[config.mk]
export PLATFORM = sky130hd
export DESIGN_NAME = wb_memtest_master_flat
export DESIGN_NICKNAME = d
export VERILOG_FILES = /design/src/rtl/wb_memtest_master_if.sv /design/src/rtl/wb_memtest_master.sv /design/src/flat_wrapper.sv
export SDC_FILE = /design/constraint.sdc
export NUM_CORES = 1
export LEC_CHECK = 0
export BUFFER_PORTS_ARGS = -buffer_cell sky130_fd_sc_hd__buf_2
export CAP_MARGIN = 20
export CORE_AREA = 2 2 174 176
export CTS_BUF_LIST = sky130_fd_sc_hd__clkbuf_2 sky130_fd_sc_hd__clkbuf_4 sky130_fd_sc_hd__clkbuf_8
export DETAILED_ROUTE_END_ITERATION = 10
export DIE_AREA = 0 0 176 178
export GPL_TIMING_DRIVEN = 0
export SLEW_MARGIN = 30
export SYNTH_ARGS = -nofsm -noshare
export SYNTH_HDL_FRONTEND = slang
export SYNTH_SLANG_ARGS = --single-unit
[constraint.sdc]
create_clock -name wb_clk_i -period 7.6 [get_ports wb_clk_i]
set_clock_uncertainty 0.05 [all_clocks]
set_input_delay 1.14 -clock wb_clk_i [delete_from_list [all_inputs] [get_ports wb_clk_i]]
set_output_delay 1.14 -clock wb_clk_i [all_outputs]
set_load 0.05 [all_outputs]
[src/rtl/wb_memtest_master_if.sv]
// Wishbone classic bus between the memory-test master and a 16-bit SRAM slave
// (18-bit word address).
interface wb_memtest_master_if;
    logic [17:0] wbm_adr_o;
    logic [15:0] wbm_dat_o;
    logic [15:0] wbm_dat_i;
    logic        wbm_we_o;
    logic [1:0]  wbm_sel_o;
    logic        wbm_stb_o;
    logic        wbm_cyc_o;
    logic        wbm_ack_i;

    modport master (
        output wbm_adr_o, wbm_dat_o, wbm_we_o, wbm_sel_o, wbm_stb_o, wbm_cyc_o,
        input  wbm_dat_i, wbm_ack_i
    );

    modport slave (
        input  wbm_adr_o, wbm_dat_o, wbm_we_o, wbm_sel_o, wbm_stb_o, wbm_cyc_o,
        output wbm_dat_i, wbm_ack_i
    );
endinterface

[src/rtl/wb_memtest_master.sv]
// Wishbone memory-test master: writes a generated pattern over a word range, reads it
// back and compares, with ack timeout and sticky error reporting.
module wb_memtest_master #(
    parameter int TIMEOUT     = 255,
    parameter bit STOP_ON_ERR = 1'b0
) (
    input  logic                       wb_clk_i,
    input  logic                       wb_rst_n_i,
    input  logic                       start_i,
    input  logic [17:0]                base_i,
    input  logic [17:0]                len_i,
    input  logic [1:0]                 mode_i,
    input  logic [15:0]                seed_i,
    wb_memtest_master_if.master        wb,
    output logic                       busy_o,
    output logic                       done_o,
    output logic                       err_o,
    output logic                       timeout_o,
    output logic [15:0]                err_cnt_o,
    output logic [17:0]                err_adr_o,
    output logic [15:0]                err_dat_o
);
    localparam logic [15:0] TMO_LIM = 16'(TIMEOUT - 1);

    typedef enum logic [2:0] {S_IDLE, S_WR, S_WGAP, S_RD, S_RGAP, S_FIN} state_e;

    function automatic logic [15:0] lfsr_init(input logic [15:0] s);
        return (s == 16'd0) ? 16'd1 : s;
    endfunction

    function automatic logic [15:0] lfsr_step(input logic [15:0] s);
        return s[0] ? ((s >> 1) ^ 16'hB400) : (s >> 1);
    endfunction

    function automatic logic [15:0] pat_f(input logic [1:0] m, input logic [15:0] s,
                                          input logic [15:0] i, input logic [15:0] a,
                                          input logic [15:0] l);
        logic [15:0] p;
        case (m)
            2'd0:    p = s;
            2'd1:    p = s + i;
            2'd2:    p = a;
            default: p = l;
        endcase
        return p;
    endfunction

    state_e      state_q, state_d;
    logic [17:0] base_q, base_d, len_q, len_d, idx_q, idx_d, adr_q, adr_d;
    logic [1:0]  mode_q, mode_d;
    logic [15:0] seed_q, seed_d, lfsr_q, lfsr_d, pat_q, pat_d;
    logic [15:0] tmo_cnt_q, tmo_cnt_d, err_cnt_q, err_cnt_d, err_dat_q, err_dat_d;
    logic [17:0] err_adr_q, err_adr_d;
    logic        stb_q, stb_d, we_q, we_d, busy_q, busy_d, done_q, done_d;
    logic        err_q, err_d, tmo_q, tmo_d, mis_q, mis_d;
    logic        load, load_we;
    logic        last_idx, tmo_hit, mismatch;

    assign last_idx = (idx_q == len_q - 18'd1);
    assign tmo_hit  = !wb.wbm_ack_i && (tmo_cnt_q == TMO_LIM);
    assign mismatch = (wb.wbm_dat_i != pat_q);

    always_ff @(posedge wb_clk_i) begin
        if (!wb_rst_n_i) begin
            state_q   <= S_IDLE;
            base_q    <= '0;
            len_q     <= '0;
            idx_q     <= '0;
            adr_q     <= '0;
            mode_q    <= '0;
            seed_q    <= '0;
            lfsr_q    <= '0;
            pat_q     <= '0;
            tmo_cnt_q <= '0;
            err_cnt_q <= '0;
            err_adr_q <= '0;
            err_dat_q <= '0;
            stb_q     <= 1'b0;
            we_q      <= 1'b0;
            busy_q    <= 1'b0;
            done_q    <= 1'b0;
            err_q     <= 1'b0;
            tmo_q     <= 1'b0;
            mis_q     <= 1'b0;
        end else begin
            state_q   <= state_d;
            base_q    <= base_d;
            len_q     <= len_d;
            idx_q     <= idx_d;
            adr_q     <= adr_d;
            mode_q    <= mode_d;
            seed_q    <= seed_d;
            lfsr_q    <= lfsr_d;
            pat_q     <= pat_d;
            tmo_cnt_q <= tmo_cnt_d;
            err_cnt_q <= err_cnt_d;
            err_adr_q <= err_adr_d;
            err_dat_q <= err_dat_d;
            stb_q     <= stb_d;
            we_q      <= we_d;
            busy_q    <= busy_d;
            done_q    <= done_d;
            err_q     <= err_d;
            tmo_q     <= tmo_d;
            mis_q     <= mis_d;
        end
    end

    always_comb begin
        state_d = state_q;
        case (state_q)
            S_IDLE: if (start_i) state_d = (len_i == 18'd0) ? S_FIN : S_WR;
            S_WR: begin
                if (wb.wbm_ack_i)  state_d = S_WGAP;
                else if (tmo_hit)  state_d = S_FIN;
            end
            S_WGAP: state_d = last_idx ? S_RD : S_WR;
            S_RD: begin
                if (wb.wbm_ack_i)  state_d = S_RGAP;
                else if (tmo_hit)  state_d = S_FIN;
            end
            S_RGAP: state_d = (last_idx || (STOP_ON_ERR && mis_q)) ? S_FIN : S_RD;
            S_FIN:  state_d = S_IDLE;
            default: state_d = S_IDLE;
        endcase
    end

    always_comb begin
        base_d    = base_q;
        len_d     = len_q;
        idx_d     = idx_q;
        adr_d     = adr_q;
        mode_d    = mode_q;
        seed_d    = seed_q;
        lfsr_d    = lfsr_q;
        pat_d     = pat_q;
        tmo_cnt_d = tmo_cnt_q;
        err_cnt_d = err_cnt_q;
        err_adr_d = err_adr_q;
        err_dat_d = err_dat_q;
        stb_d     = stb_q;
        we_d      = we_q;
        busy_d    = busy_q;
        err_d     = err_q;
        tmo_d     = tmo_q;
        mis_d     = mis_q;
        load      = 1'b0;
        load_we   = 1'b0;
        case (state_q)
            S_IDLE: if (start_i) begin
                base_d    = base_i;
                len_d     = len_i;
                mode_d    = mode_i;
                seed_d    = seed_i;
                idx_d     = '0;
                lfsr_d    = lfsr_init(seed_i);
                busy_d    = 1'b1;
                err_d     = 1'b0;
                tmo_d     = 1'b0;
                mis_d     = 1'b0;
                err_cnt_d = '0;
                err_adr_d = '0;
                err_dat_d = '0;
                load      = (len_i != 18'd0);
                load_we   = 1'b1;
            end
            S_WR, S_RD: begin
                if (wb.wbm_ack_i) begin
                    stb_d = 1'b0;
                    we_d  = 1'b0;
                    if (state_q == S_RD) begin
                        mis_d = mismatch;
                        // err_cnt still zero means this is the first miscompare of the run
                        if (mismatch) begin
                            err_d = 1'b1;
                            if (err_cnt_q != 16'hFFFF) err_cnt_d = err_cnt_q + 16'd1;
                            if (err_cnt_q == 16'd0) begin
                                err_adr_d = adr_q;
                                err_dat_d = wb.wbm_dat_i;
                            end
                        end
                    end
                end else if (tmo_hit) begin
                    stb_d = 1'b0;
                    we_d  = 1'b0;
                    tmo_d = 1'b1;
                    err_d = 1'b1;
                end else begin
                    tmo_cnt_d = tmo_cnt_q + 16'd1;
                end
            end
            S_WGAP: begin
                load = 1'b1;
                if (last_idx) begin
                    idx_d   = '0;
                    lfsr_d  = lfsr_init(seed_q);
                    load_we = 1'b0;
                end else begin
                    idx_d   = idx_q + 18'd1;
                    lfsr_d  = lfsr_step(lfsr_q);
                    load_we = 1'b1;
                end
            end
            S_RGAP: if (state_d == S_RD) begin
                load    = 1'b1;
                idx_d   = idx_q + 18'd1;
                lfsr_d  = lfsr_step(lfsr_q);
                load_we = 1'b0;
            end
            S_FIN:   busy_d = 1'b0;
            default: ;
        endcase
        // Every bus cycle is launched from the next-state index so outputs stay registered
        if (load) begin
            adr_d     = base_d + idx_d;
            pat_d     = pat_f(mode_d, seed_d, idx_d[15:0], adr_d[15:0], lfsr_d);
            stb_d     = 1'b1;
            we_d      = load_we;
            tmo_cnt_d = '0;
        end
    end

    assign done_d = (state_d == S_FIN);

    assign wb.wbm_adr_o = adr_q;
    assign wb.wbm_dat_o = pat_q;
    assign wb.wbm_we_o  = we_q;
    assign wb.wbm_sel_o = {2{stb_q}};
    assign wb.wbm_stb_o = stb_q;
    assign wb.wbm_cyc_o = stb_q;
    assign busy_o       = busy_q;
    assign done_o       = done_q;
    assign err_o        = err_q;
    assign timeout_o    = tmo_q;
    assign err_cnt_o    = err_cnt_q;
    assign err_adr_o    = err_adr_q;
    assign err_dat_o    = err_dat_q;
endmodule
[src/flat_wrapper.sv]
// flat-port wrapper written by rule: the top's interface ports become plain ports
module wb_memtest_master_flat 
#(
    parameter int TIMEOUT     = 255,
    parameter bit STOP_ON_ERR = 1'b0
)
  (wb_clk_i, wb_rst_n_i, start_i, base_i, len_i, mode_i, seed_i, busy_o, done_o, err_o, timeout_o, err_cnt_o, err_adr_o, err_dat_o, wb_wbm_adr_o, wb_wbm_dat_o, wb_wbm_we_o, wb_wbm_sel_o, wb_wbm_stb_o, wb_wbm_cyc_o, wb_wbm_dat_i, wb_wbm_ack_i);
  wb_memtest_master_if wb_i ();
  input  logic wb_clk_i;
  input  logic wb_rst_n_i;
  input  logic start_i;
  input  logic [17:0] base_i;
  input  logic [17:0] len_i;
  input  logic [1:0] mode_i;
  input  logic [15:0] seed_i;
  output logic busy_o;
  output logic done_o;
  output logic err_o;
  output logic timeout_o;
  output logic [15:0] err_cnt_o;
  output logic [17:0] err_adr_o;
  output logic [15:0] err_dat_o;
  output wire logic [$bits(wb_i.wbm_adr_o)-1:0] wb_wbm_adr_o;
  output wire logic [$bits(wb_i.wbm_dat_o)-1:0] wb_wbm_dat_o;
  output wire logic [$bits(wb_i.wbm_we_o)-1:0] wb_wbm_we_o;
  output wire logic [$bits(wb_i.wbm_sel_o)-1:0] wb_wbm_sel_o;
  output wire logic [$bits(wb_i.wbm_stb_o)-1:0] wb_wbm_stb_o;
  output wire logic [$bits(wb_i.wbm_cyc_o)-1:0] wb_wbm_cyc_o;
  input wire logic [$bits(wb_i.wbm_dat_i)-1:0] wb_wbm_dat_i;
  input wire logic [$bits(wb_i.wbm_ack_i)-1:0] wb_wbm_ack_i;
  assign wb_wbm_adr_o = wb_i.wbm_adr_o;
  assign wb_wbm_dat_o = wb_i.wbm_dat_o;
  assign wb_wbm_we_o = wb_i.wbm_we_o;
  assign wb_wbm_sel_o = wb_i.wbm_sel_o;
  assign wb_wbm_stb_o = wb_i.wbm_stb_o;
  assign wb_wbm_cyc_o = wb_i.wbm_cyc_o;
  assign wb_i.wbm_dat_i = wb_wbm_dat_i;
  assign wb_i.wbm_ack_i = wb_wbm_ack_i;
  wb_memtest_master #(.TIMEOUT(TIMEOUT), .STOP_ON_ERR(STOP_ON_ERR)) u_core (.wb_clk_i(wb_clk_i), .wb_rst_n_i(wb_rst_n_i), .start_i(start_i), .base_i(base_i), .len_i(len_i), .mode_i(mode_i), .seed_i(seed_i), .wb(wb_i), .busy_o(busy_o), .done_o(done_o), .err_o(err_o), .timeout_o(timeout_o), .err_cnt_o(err_cnt_o), .err_adr_o(err_adr_o), .err_dat_o(err_dat_o));
endmodule
==> results.tsv <==
metric	value	unit
status	complete, no violations	
number_of_antenna_violations_at_the_first_check_in_global_routing	0	
worst_slew_margin_rel	0.3327	
detailed_router_iteration_count_before_antenna_repair	5	
highest_layer	met4	
crit_slowest_cell	sky130_fd_sc_hd__nor4_2	
cts.clk_slew.worst_paths	0.13	ns
synthFlopType	sky130_fd_sc_hd__dfxtp_1	
final-setup-viol-count	0	
syn_inst	1415	
synthMostInstantiatedCell	sky130_fd_sc_hd__nand2_1	
fin_area	12750	um^2
grt_setup_unrepaired	false	
worstPathMaxFanout	10	
clk_latency	0.49	ns
die_h	178	um
detailroute.wirelength.met3	2578	um
worstPathArrival	7.34	ns
maximum_clock_rate	143.0	MHz
io-pin-count	167	
first_global_vias	10170	
hold_viol	0	
hold_ws	0.4210	ns
max_cap_viol_count	0	
seq_cells_post_synth	197	
cts_root_buf	sky130_fd_sc_hd__clkbuf_8	
antenna_violating_nets_left	0	
synth_edf_count	0	
post-route-util	0.4335	
fp.dieW	176	um
vias_per_cell	5.574	
rows	63	
static-leakage-power	0.005512	uW
synth.area.top_cells	sky130_fd_sc_hd__dfxtp_1, sky130_fd_sc_hd__nand2_1, sky130_fd_sc_hd__nor2_1, sky130_fd_sc_hd__xor2_1, sky130_fd_sc_hd__a21oi_1	
grt_util_all_layers	0.2450	
yosysWarningCount	0	
synth-seq-area-share	0.3569	
cp_slowest_stage_delay	0.49	ns
post_cts.resized_instances	1	
worst-path-buf-inv	3	
n_fill_cell	3083	
drt-initial-drc-count	1193	
met1_length	18090	um
cts_tree	done	
ir_drop	148.0	uV
synth.largest_area_cell	sky130_fd_sc_hd__dfxtp_1	
clock_tree.htree_level_count	4	
worst-slew-pin-transition	1.001	ns
critPathMostFrequentCell	sky130_fd_sc_hd__a21o_1	
postCtsSetupBuffers	0	
buffer_ports.inserted	164	
multi_input_area	6709	um^2
worst_ep_required_time	7.95	ns
synth.net_count	1527	
clock_path_buffers	2	
synth_largest_type_area_fraction	0.3569	
final.min_clock_period	6.995	ns
wl_per_cell	19.27	um
post_synthesis_mean_instance_area	7.810	um^2
placer_congestion_estimate	0.9315	
detailroute.via_count	11150	
timing.critical_path.cells	clkbuf_1, nor4_2, nand3_1, nor4_1, nor4_1, nand3_1, o21a_2, clkbuf_2, buf_1, a22o_1, ha_1, a21o_1, a21oi_1, nor2_1, a21o_1, a21o_1, a21o_1, a21oi_1, a21oi_2, o41ai_1, xor2_1, nand2_1, a221o_1, o2111a_1	
final_max_slew_viol_count	0	
final_worst_path_period_share	0.9204	
core_area	29400	um^2
cts_hold_buffers	0	
timing_worst_setup_path_type	register to register	
maximum_number_of_pins_on_one_net_before_global_route_repair	19	
register_area	3944	um^2
worst_setup_end_kind	register	
worst_setup_path_start_kind	register	
netlist-cell-type-count	82	
n_antenna_cell	0	
cts_buffers	17	
synthArstFlopShare	0	
met2RoutedLength	17080	um
fin_nets	1710	
drc	0	
gr-total-overflow	0	
min_path_type	register to register	
grt_first_pass_wirelength	58970	um
start_util	0.3758	
clock_net_sink_count	197	
post_route_cells_drive_above_1_share	0.1446	
placement.cell_area	12370	um^2
powerDensity	185.4	nW/um^2
timing.critical_path.max_delay_family	compound AO/OA/AOI/OAI gates	
design.die.area	31330	um^2
flow.area_growth_from_synthesis	15.34	%
synth.cell_area	11050	um^2
place_hpwl	30120	um
fin_total_pwr	2363	uW
totalWireLength	38560	um
synthTopCellsByCount	sky130_fd_sc_hd__nand2_1, sky130_fd_sc_hd__dfxtp_1, sky130_fd_sc_hd__nor2_1	
## sequential cells by signal, indices dropped and copies added (netlist names), 18 cells and up
| signal | cells |
|---|---|
| u_core.err_adr_o | 18 |
| u_core.wb.wbm_adr_o | 18 |
| u_core.len_q | 18 |
| u_core.base_q | 18 |
| u_core.idx_q | 18 |
## worst paths after layout
check                                 startpoint                      end  slack, ns  cells past startpoint
worst max-delay path             u_core.len_q[5]  u_core.wb.wbm_dat_o[13]       0.61                     24
worst min-delay path            u_core.base_q[8]         u_core.base_q[8]       0.42                      2
worst max register to register   u_core.len_q[5]  u_core.wb.wbm_dat_o[13]       0.61                     24
worst min register to register  u_core.base_q[8]         u_core.base_q[8]       0.42                      2
## cell type report
cell class	count	area share
plain buffers	78	0.02434
clock buffers	18	0.01944
clock inverters	14	0.009129
inverters	28	0.008246
multi-input cells	1111	0.5264
flip-flops and latches	197	0.3094
well taps	390	0.03828
repair buffers	165	0.06479
## power by group
part / switching [uW] / total, uW / internal [uW]
registers: 41.4 / 1120 / 1080
logic: 403 / 577 / 174
clock network: 420 / 666 / 247
total: 864 / 2360 / 1500
## through the flow
| stage | setup TNS (ns) | setup WS, ns | cells |
|---|---|---|---|
| CTS | 0 | 0.08927 | 2002 |
| detailed placement | -0.1352 | -0.1352 | 1970 |
| global placement | -0.7742 | -0.4209 | 1969 |
| global route | 0 | 0.01774 | 2001 |
| floorplan | 0 | 1.706 | 1415 |
| finish | 0 | 0.6053 | 2001 |
## worst reg2reg max path, delay by kind of cell (launching register included)
family                     cells  cell delay [ns]
and+or+nand+nor                7             1.91
AOI/OAI and AO/OA             12             3.07
xor gates and xnor gates       1             0.34
DFF                            1             0.31
buffers and inverters          3             0.99
adders and majority gates      1             0.28
## cell usage in the layout, fill, tap and decap left out, types with 4 or more instances in the layout
master,instances
sky130_fd_sc_hd__nand2b_1,12
sky130_fd_sc_hd__clkbuf_8,18
sky130_fd_sc_hd__and3_1,18
sky130_fd_sc_hd__a311oi_1,4
sky130_fd_sc_hd__a211oi_1,13
sky130_fd_sc_hd__dfxtp_1,197
sky130_fd_sc_hd__a31oi_1,14
sky130_fd_sc_hd__o31ai_1,13
sky130_fd_sc_hd__a22oi_1,43
sky130_fd_sc_hd__o21a_1,8
sky130_fd_sc_hd__inv_8,4
sky130_fd_sc_hd__nor3_1,27
sky130_fd_sc_hd__buf_2,167
sky130_fd_sc_hd__nand4_1,19
sky130_fd_sc_hd__clkinv_2,4
sky130_fd_sc_hd__mux2i_1,11
sky130_fd_sc_hd__buf_1,6
sky130_fd_sc_hd__ha_1,36
sky130_fd_sc_hd__nor4_1,24
sky130_fd_sc_hd__o2111ai_1,4
sky130_fd_sc_hd__or2_2,5
sky130_fd_sc_hd__nor2b_1,8
sky130_fd_sc_hd__nor2_1,173
sky130_fd_sc_hd__a21o_1,19
sky130_fd_sc_hd__a21oi_1,101
sky130_fd_sc_hd__inv_6,4
sky130_fd_sc_hd__xor2_1,59
sky130_fd_sc_hd__xnor2_1,40
sky130_fd_sc_hd__nand2_1,228
sky130_fd_sc_hd__nand3b_1,5
sky130_fd_sc_hd__o21ai_0,56
sky130_fd_sc_hd__and2_1,28
sky130_fd_sc_hd__or3_1,5
sky130_fd_sc_hd__o211ai_1,13
sky130_fd_sc_hd__a21boi_0,12
sky130_fd_sc_hd__clkbuf_1,64
sky130_fd_sc_hd__inv_1,28
sky130_fd_sc_hd__nand3_1,34
sky130_fd_sc_hd__a221o_1,6
## kinds of logic (layout without fill, tap and decap cells)
group                    Yosys count  count (layout)  share of synthesized area
AND/OR/NAND/NOR                  611             611                     0.2562
AO/OA/AOI/OAI                    346             346                     0.2087
multiplexers                      13              13                    0.01302
XOR/XNOR                         100             100                    0.08050
buffers and inverters            107             303                    0.03759
flip-flops                       197             197                     0.3569
adder cells (fa/ha/maj)           41              41                    0.04710
## routing by layer
| metal | GRT usage | up-vias |
|---|---|---|
| met5 | 0 | - |
| met4 | 0.06439 | 0 |
| met3 | 0.03431 | 40 |
| met2 | 0.3889 | 426 |
| met1 | 0.3492 | 5321 |
| li1 | - | 5367 |
No activity file was read; power rests on OpenSTA's default activity.
